`src/rtl/load_ext_ctrl.sv`:
```
// load_ext_ctrl: load sequencer between the MEM stage and the data RAM.
// It accepts one load request at a time and issues a single read strobe
// with a word-aligned address. The addressed byte, half or word is then
// sign- or zero-extended to 32 bits and returned as a one-cycle response.
// The pipeline is stalled whenever the controller is not idle.
// Optional feature: define LOAD_EXT_TIMEOUT_EN to abort a read that waits
// too long for mem_ack. The response then carries timeout_err. The limit is
// TIMEOUT_CYC cycles spent in WAIT.
module load_ext_ctrl #(
    parameter int unsigned ADDR_WIDTH  = 32,
    parameter int unsigned TIMEOUT_CYC = 16
) (
    input  logic                  clk,
    input  logic                  rst,
    input  logic                  req_valid,
    output logic                  req_ready,
    input  logic [ADDR_WIDTH-1:0] req_addr,
    input  logic [1:0]            req_size,
    input  logic                  req_sext,
    input  logic [4:0]            req_rd,
    output logic                  mem_rd_en,
    output logic [ADDR_WIDTH-1:0] mem_addr,
    input  logic [31:0]           mem_rdata,
    input  logic                  mem_ack,
    output logic                  rsp_valid,
    output logic [31:0]           rsp_data,
    output logic [4:0]            rsp_rd,
    output logic                  misalign_err,
    output logic                  timeout_err,
    output logic                  stall
);

    typedef enum logic [1:0] {
        S_IDLE,
        S_ISSUE,
        S_WAIT,
        S_DONE
    } state_t;

    localparam logic [1:0] SZ_BYTE = 2'b00;
    localparam logic [1:0] SZ_HALF = 2'b01;
    localparam logic [1:0] SZ_WORD = 2'b10;

    state_t     state;

    // Request fields latched at acceptance and used for lane select and extension.
    logic [1:0] addr_lo;
    logic [1:0] size_q;
    logic       sext_q;
    logic [4:0] rd_q;

    logic       misaligned;
    logic [7:0] lane_b;
    logic [15:0] lane_h;
    logic [31:0] ext_data;

`ifdef LOAD_EXT_TIMEOUT_EN
    localparam int unsigned CNT_W = (TIMEOUT_CYC > 1) ? $clog2(TIMEOUT_CYC) : 1;
    logic [CNT_W-1:0] wait_cnt;
    logic             wait_limit;
`endif

    // Handshake status is derived directly from the registered state.
    assign req_ready = (state == S_IDLE);
    assign stall     = (state != S_IDLE);

    // Alignment check on the incoming request. Size 11 is reserved and always rejected.
    always_comb begin
        misaligned = 1'b0;
        case (req_size)
            SZ_BYTE: misaligned = 1'b0;
            SZ_HALF: misaligned = req_addr[0];
            SZ_WORD: misaligned = (req_addr[1:0] != 2'b00);
            default: misaligned = 1'b1;
        endcase
    end

    // Select the little-endian lane from the returned word and extend it to 32 bits.
    always_comb begin
        lane_b   = 8'h00;
        lane_h   = 16'h0000;
        ext_data = '0;
        case (addr_lo)
            2'd0:    lane_b = mem_rdata[7:0];
            2'd1:    lane_b = mem_rdata[15:8];
            2'd2:    lane_b = mem_rdata[23:16];
            default: lane_b = mem_rdata[31:24];
        endcase
        lane_h = addr_lo[1] ? mem_rdata[31:16] : mem_rdata[15:0];
        case (size_q)
            SZ_BYTE: ext_data = {{24{sext_q & lane_b[7]}}, lane_b};
            SZ_HALF: ext_data = {{16{sext_q & lane_h[15]}}, lane_h};
            default: ext_data = mem_rdata;
        endcase
    end

`ifdef LOAD_EXT_TIMEOUT_EN
    // The limit is reached on the TIMEOUT_CYC-th WAIT cycle that passes without an ack.
    assign wait_limit = (wait_cnt == CNT_W'(TIMEOUT_CYC - 1));
`else
    assign timeout_err = 1'b0;
`endif

    // Load sequencer: IDLE -> ISSUE -> WAIT -> DONE -> IDLE. Misaligned requests go IDLE -> DONE.
    always_ff @(posedge clk) begin
        if (rst) begin
            state        <= S_IDLE;
            mem_rd_en    <= 1'b0;
            mem_addr     <= '0;
            rsp_valid    <= 1'b0;
            rsp_data     <= '0;
            rsp_rd       <= '0;
            misalign_err <= 1'b0;
            addr_lo      <= '0;
            size_q       <= '0;
            sext_q       <= 1'b0;
            rd_q         <= '0;
`ifdef LOAD_EXT_TIMEOUT_EN
            wait_cnt     <= '0;
            timeout_err  <= 1'b0;
`endif
        end else begin
            mem_rd_en <= 1'b0;
            rsp_valid <= 1'b0;
            case (state)
                S_IDLE: begin
                    if (req_valid) begin
                        addr_lo <= req_addr[1:0];
                        size_q  <= req_size;
                        sext_q  <= req_sext;
                        rd_q    <= req_rd;
                        if (misaligned) begin
                            state        <= S_DONE;
                            rsp_valid    <= 1'b1;
                            rsp_data     <= '0;
                            rsp_rd       <= req_rd;
                            misalign_err <= 1'b1;
`ifdef LOAD_EXT_TIMEOUT_EN
                            timeout_err  <= 1'b0;
`endif
                        end else begin
                            state     <= S_ISSUE;
                            mem_rd_en <= 1'b1;
                            mem_addr  <= {req_addr[ADDR_WIDTH-1:2], 2'b00};
                        end
                    end
                end

                S_ISSUE: begin
                    // An ack in the strobe cycle itself is treated the same as an ack in WAIT.
                    if (mem_ack) begin
                        state        <= S_DONE;
                        rsp_valid    <= 1'b1;
                        rsp_data     <= ext_data;
                        rsp_rd       <= rd_q;
                        misalign_err <= 1'b0;
`ifdef LOAD_EXT_TIMEOUT_EN
                        timeout_err  <= 1'b0;
`endif
                    end else begin
                        state <= S_WAIT;
`ifdef LOAD_EXT_TIMEOUT_EN
                        wait_cnt <= '0;
`endif
                    end
                end

                S_WAIT: begin
                    if (mem_ack) begin
                        state        <= S_DONE;
                        rsp_valid    <= 1'b1;
                        rsp_data     <= ext_data;
                        rsp_rd       <= rd_q;
                        misalign_err <= 1'b0;
`ifdef LOAD_EXT_TIMEOUT_EN
                        timeout_err  <= 1'b0;
                    end else if (wait_limit) begin
                        state        <= S_DONE;
                        rsp_valid    <= 1'b1;
                        rsp_data     <= '0;
                        rsp_rd       <= rd_q;
                        misalign_err <= 1'b0;
                        timeout_err  <= 1'b1;
                    end else begin
                        wait_cnt <= wait_cnt + 1'b1;
`endif
                    end
                end

                default: begin
                    state <= S_IDLE;
                end
            endcase
        end
    end

endmodule

```
`config.mk`:
```
export PLATFORM = sky130hd
export DESIGN_NAME = load_ext_ctrl
export DESIGN_NICKNAME = d
export VERILOG_FILES = /design/src/rtl/load_ext_ctrl.sv
export SDC_FILE = /design/constraint.sdc
export NUM_CORES = 1
export LEC_CHECK = 0
export ABC_CLOCK_PERIOD_IN_PS = 3300
export CAP_MARGIN = 20
export CORE_MARGIN = 2
export CORE_UTILIZATION = 30
export DETAILED_ROUTE_END_ITERATION = 10
export GPL_TIMING_DRIVEN = 1
export PLACE_DENSITY = 0.7
export SLEW_MARGIN = 15
export SYNTH_ARGS = -nofsm -noshare
export SYNTH_HDL_FRONTEND = slang
export SYNTH_SLANG_ARGS = --single-unit
export TNS_END_PERCENT = 50
```
`constraint.sdc`:
```
create_clock -name clk -period 3.3 [get_ports clk]
set_clock_uncertainty 0.05 [all_clocks]
set_input_delay 0.33 -clock clk [delete_from_list [all_inputs] [get_ports clk]]
set_output_delay 0.33 -clock clk [all_outputs]
set_load 0.005 [all_outputs]
```
# After elaboration in Yosys (flattened, before gate mapping)
# Index checks and enable logic that the tools add are counted.
[totals] elab_cells=66 regBits=82 out_inout_bits=75
[classes] mux=26 n_reduce_logical=13 eq_ne=11 n_bitwise=5
[ops] op="$pmux 32 s2" count=2
[ops] op="$mux 32" count=3
[ops] op="$pmux 8 s3" count=1
[ops] op="$mux 16" count=1
[ops] op="$mux 5" count=3
[ops] op="$pmux 5 s2" count=1
[ops] op="$eq 2x1->1 const B" count=4
[ops] op="$logic_not 2->1" count=4
[ops] op="$mux 1" count=8
[ops] op="$eq 2x2->1 const B" count=3
[ops] op="$mux 2" count=3
[ops] op="$pmux 2 s3" count=1
[ops] op="$reduce_bool 2->1" count=3
[ops] op="$ne 2x1->1 const B" count=2
[ops] op="$ne 2x2->1 const B" count=2
[ops] op="$pmux 1 s2" count=2
[ops] op="$reduce_and 2->1" count=2
[ops] op="$reduce_and 4->1" count=1
[ops] op="$not 1->1" count=3
[ops] op="$pmux 1 s3" count=1
[ops] op="$reduce_and 3->1" count=1
[ops] op="$reduce_or 3->1" count=1
[ops] op="$and 1x1->1" count=2
[ops] op="$reduce_or 2->1" count=1

# Depth between registers and ports, before layout
[logic_depth] word_depth=6 ltp_mapped=8

# Least setup slack after synthesis
# Ideal clock, no wire load.
[synth_timing] kind="register to register" start="register state[0]" end="register rsp_data[16]" period_less_slack_ps=1865 path_buffers=2 path_slack_ps=1435 path_stages_with_launch=9 required_time_ps=3191 arrival_time_ps=1756 cell_sequence="dfxtp_1 inv_1 ha_1 clkbuf_1 inv_2 a31oi_4 a2111oi_4 buf_6 a22o_1"
[synth_lines] element="from (decl)" line_no="44" rtl="state_t state;"
[synth_lines] element="from (signal assigned)" line_no="107" rtl="state <= S_IDLE;"
[synth_lines] element="from (signal assigned)" line_no="133" rtl="state <= S_DONE;"
[synth_lines] element="from (signal assigned)" line_no="142" rtl="state <= S_ISSUE;"
[synth_lines] element="$logic_not 2->1 (*)"
[synth_lines] element="named net req_ready" line_no="16" rtl="output logic req_ready,"
[synth_lines] element="$ne 2x1->1 (no line) (tied with other cells)"
[synth_lines] element="$reduce_and 4->1 (no line)"
[synth_lines] element="to (signal assigned)" line_no="154" rtl="rsp_data <= ext_data;"
[synth_lines] element="to (signal assigned)" line_no="172" rtl="rsp_data <= ext_data;"
[synth_lines] element="to (decl)" line_no="26" rtl="output logic [31:0] rsp_data,"
# Mark *: on every way through the listed nets, which the timed path passes. The rest lies on a longest branch.
# A chain may end at the register's enable or synchronous reset.

# Final worst setup path
[layout_timing] start="register state[0]" end="output port stall"
[layout_between] elab_chain_cells=1
[layout_lines] element="$reduce_bool 2->1" line_no="65" rtl="assign stall = (state != S_IDLE);"
[layout_lines] element="to (decl)" line_no="30" rtl="output logic stall"
# No other way between the ends.

==> qor.yml <==
synth_cell_types: 49
slew_violations: 0
cp-start-kind: "flip-flop"
hold_path.class: "in2reg"
worst_pin_slew_ns: 0.547
worst_ir_drop_vdd_v: 0.000272
die_height_um: 115
grt_max_degree: 43
dpl.hpwl_mm: 8.09
synthArstFlopShare: 0
start_util: 0.308
synth_area_per_cell_um2: 8.64
yosysSeqAreaShare: 0.444
synth_edf_count: 0
drtIter0Drc: 241
layout.nets: 643
path_clk_slew_ns: 0.06
rows: 40
grt-ovfl-total: 0
yosysWarnings: 0
clock_latency_ns: 0.34
worstPathRequired_ns: 2.92
fin_setup_tns_ns: 0
finalHoldViolations: 0
ios: 151
drive_gt1_frac: 0.0742
grt_pass1_vias: 3485
place_ws_ns: 0.966
num_antenna_cells: 0
cts_resized: 0
die_area_mm2: 0.0132
critPathKind: "reg2out"
finalSetupViolCount: 0
synth_seq_cells: 82
cts_buffers: 9
yosys_most_used_dff: "dfxtp_1"
clock-sinks: 82
area_growth_pct: 49.0
cts_root_buffer: "clkbuf_16"
rsz0062_at_grt: "no"
slew_headroom: 0.635
grt_antenna_before_repair: 0
fin_crit_sh: 0.696
wl_per_cell_um: 15.6
wirelength_mm: 11.2
grt_pass1_wl_mm: 17.5
gr-usage-all-layers: 0.170
outcome: "finished, final reports clean"
vias: 3614
routed_via_density: 5.07
post-cts-setup-buffer-count: 0
static-leakage-power_nw: 1.90
die_w_um: 115
layout_setup_ws_ns: 1.00
final_cell_mix: "clkdlybuf4s50_1, nand2_1, dfxtp_1"
holdBufCountCts: 0
core_area_mm2: 0.0120
critical_path_arrival_ns: 1.92
power_density_mw_per_mm2: 609
cts_tree: "done"
finalCriticalPeriod_ns: 2.30
syn_area_mm2: 0.00370
drc_errors: 0
io_buffers: 147
layout_commonest_cell: "clkdlybuf4s50_1"
netlist_instances: 428
gp_congestion: 0.862
endpoint_kind: "output pin"
ant_nets: 0
cap_violations: 0
fmax_ghz: 0.436
htree_num_levels: 3
drt-pass1-iter-count: 5
clk_path_buf_depth: 2
path_max_fanout: 10
-- area by class of cell --
cell class | count | area (um^2)
multi-input cells | 302 | 1860
repair buffers | 154 | 1520
inverters | 14 | 52.6
well taps | 147 | 184
fillers | 1151 | 6500
clock buffers | 14 | 254
flip-flops and latches | 82 | 1640
-- cells by family after synthesis --
| group | synth area share |
|---|---|
| buf+inv | 0.0575 |
| flops | 0.444 |
| other cells | 0.00101 |
| simple gates | 0.201 |
| fa+ha+maj | 0.0135 |
| mux | 0.0315 |
| compound gates | 0.252 |
-- state kept, by name (all words and copies together), names as in the netlist --
register / count
sext_q: 1
mem_rd_en: 1
size_q: 2
mem_addr: 30
addr_lo: 2
rd_q: 5
rsp_data: 32
rsp_rd: 5
rsp_valid: 1
misalign_err: 1
state: 2
-- critical path: stages (launching register included) --
cell and delay (ns):
dfxtp_1 0.38, inv_1 0.09, ha_1 0.32, inv_2 0.24, clkdlybuf4s50_1 0.54
-- through the flow --
| stage | total power, mW | hold WS (ns) | utilization | instance area, um^2 | cells |
|---|---|---|---|---|---|
| after floorplan | 1.95 | 0.381 | - | 3700 | 430 |
| after global placement | 2.45 | 0.388 | 0.438 | 5260 | 699 |
| after detailed placement | 2.48 | 0.391 | 0.438 | 5260 | 699 |
| after CTS | 3.39 | 0.317 | 0.459 | 5510 | 713 |
| after global routing | 3.57 | 0.330 | 0.459 | 5510 | 713 |
| final | 3.35 | 0.329 | 0.459 | 5510 | 713 |
-- cells in the mapped netlist, drive strengths merged, types with 2 or more instances --
master    n  area (um^2)
o21a      2         15.0
ha        4         50.1
inv      14         52.6
o41ai     2         17.5
nand2    87          327
or2       5         31.3
mux2     10          116
a21oi    52          264
buf      16          100
nor2     11         41.3
nand2b   27          169
a22o     18          158
o32ai     2         17.5
a211oi    2         15.0
o21ai    16         80.1
o31ai     5         37.5
clkbuf   16         60.1
a22oi     3         22.5
dfxtp    82         1640
a32oi     2         17.5
nand3b    8         60.1
a32o     12          120
nor2b     2         12.5
a2111oi   2         36.3
nor3      9         55.1
nand3     3         20.0
a221oi    5         43.8
-- where the power goes --
group          switching (mW)  internal (mW)
Combinational           0.627          0.586
Sequential              0.105           1.14
Clock                   0.371          0.523
Total                    1.10           2.25
-- final timing paths --
check | end | depth (start not counted) | slack, ns | startpoint
max | stall | 4 | 1.00 | state[0]$_SDFFE_PP0P_
min | rd_q[3]$_SDFFE_PP0P_ | 2 | 0.33 | rst
max reg2reg | rsp_data[20]$_SDFFE_PP0P_ | 6 | 1.02 | state[0]$_SDFFE_PP0P_
min reg2reg | mem_addr[4]$_SDFFE_PP0P_ | 2 | 0.40 | mem_addr[4]$_SDFFE_PP0P_
-- layer usage --
| layer | part of all wire | vias up | global-route usage |
|---|---|---|---|
| li1 | - | 1766 | - |
| met1 | 0.45 | 1658 | 0.216 |
| met2 | 0.42 | 173 | 0.254 |
| met3 | 0.10 | 17 | 0.0617 |
| met4 | 0.026 | 0 | 0.0827 |
| met5 | 0 | - | 0 |
Power figures use the tool's default switching activity.
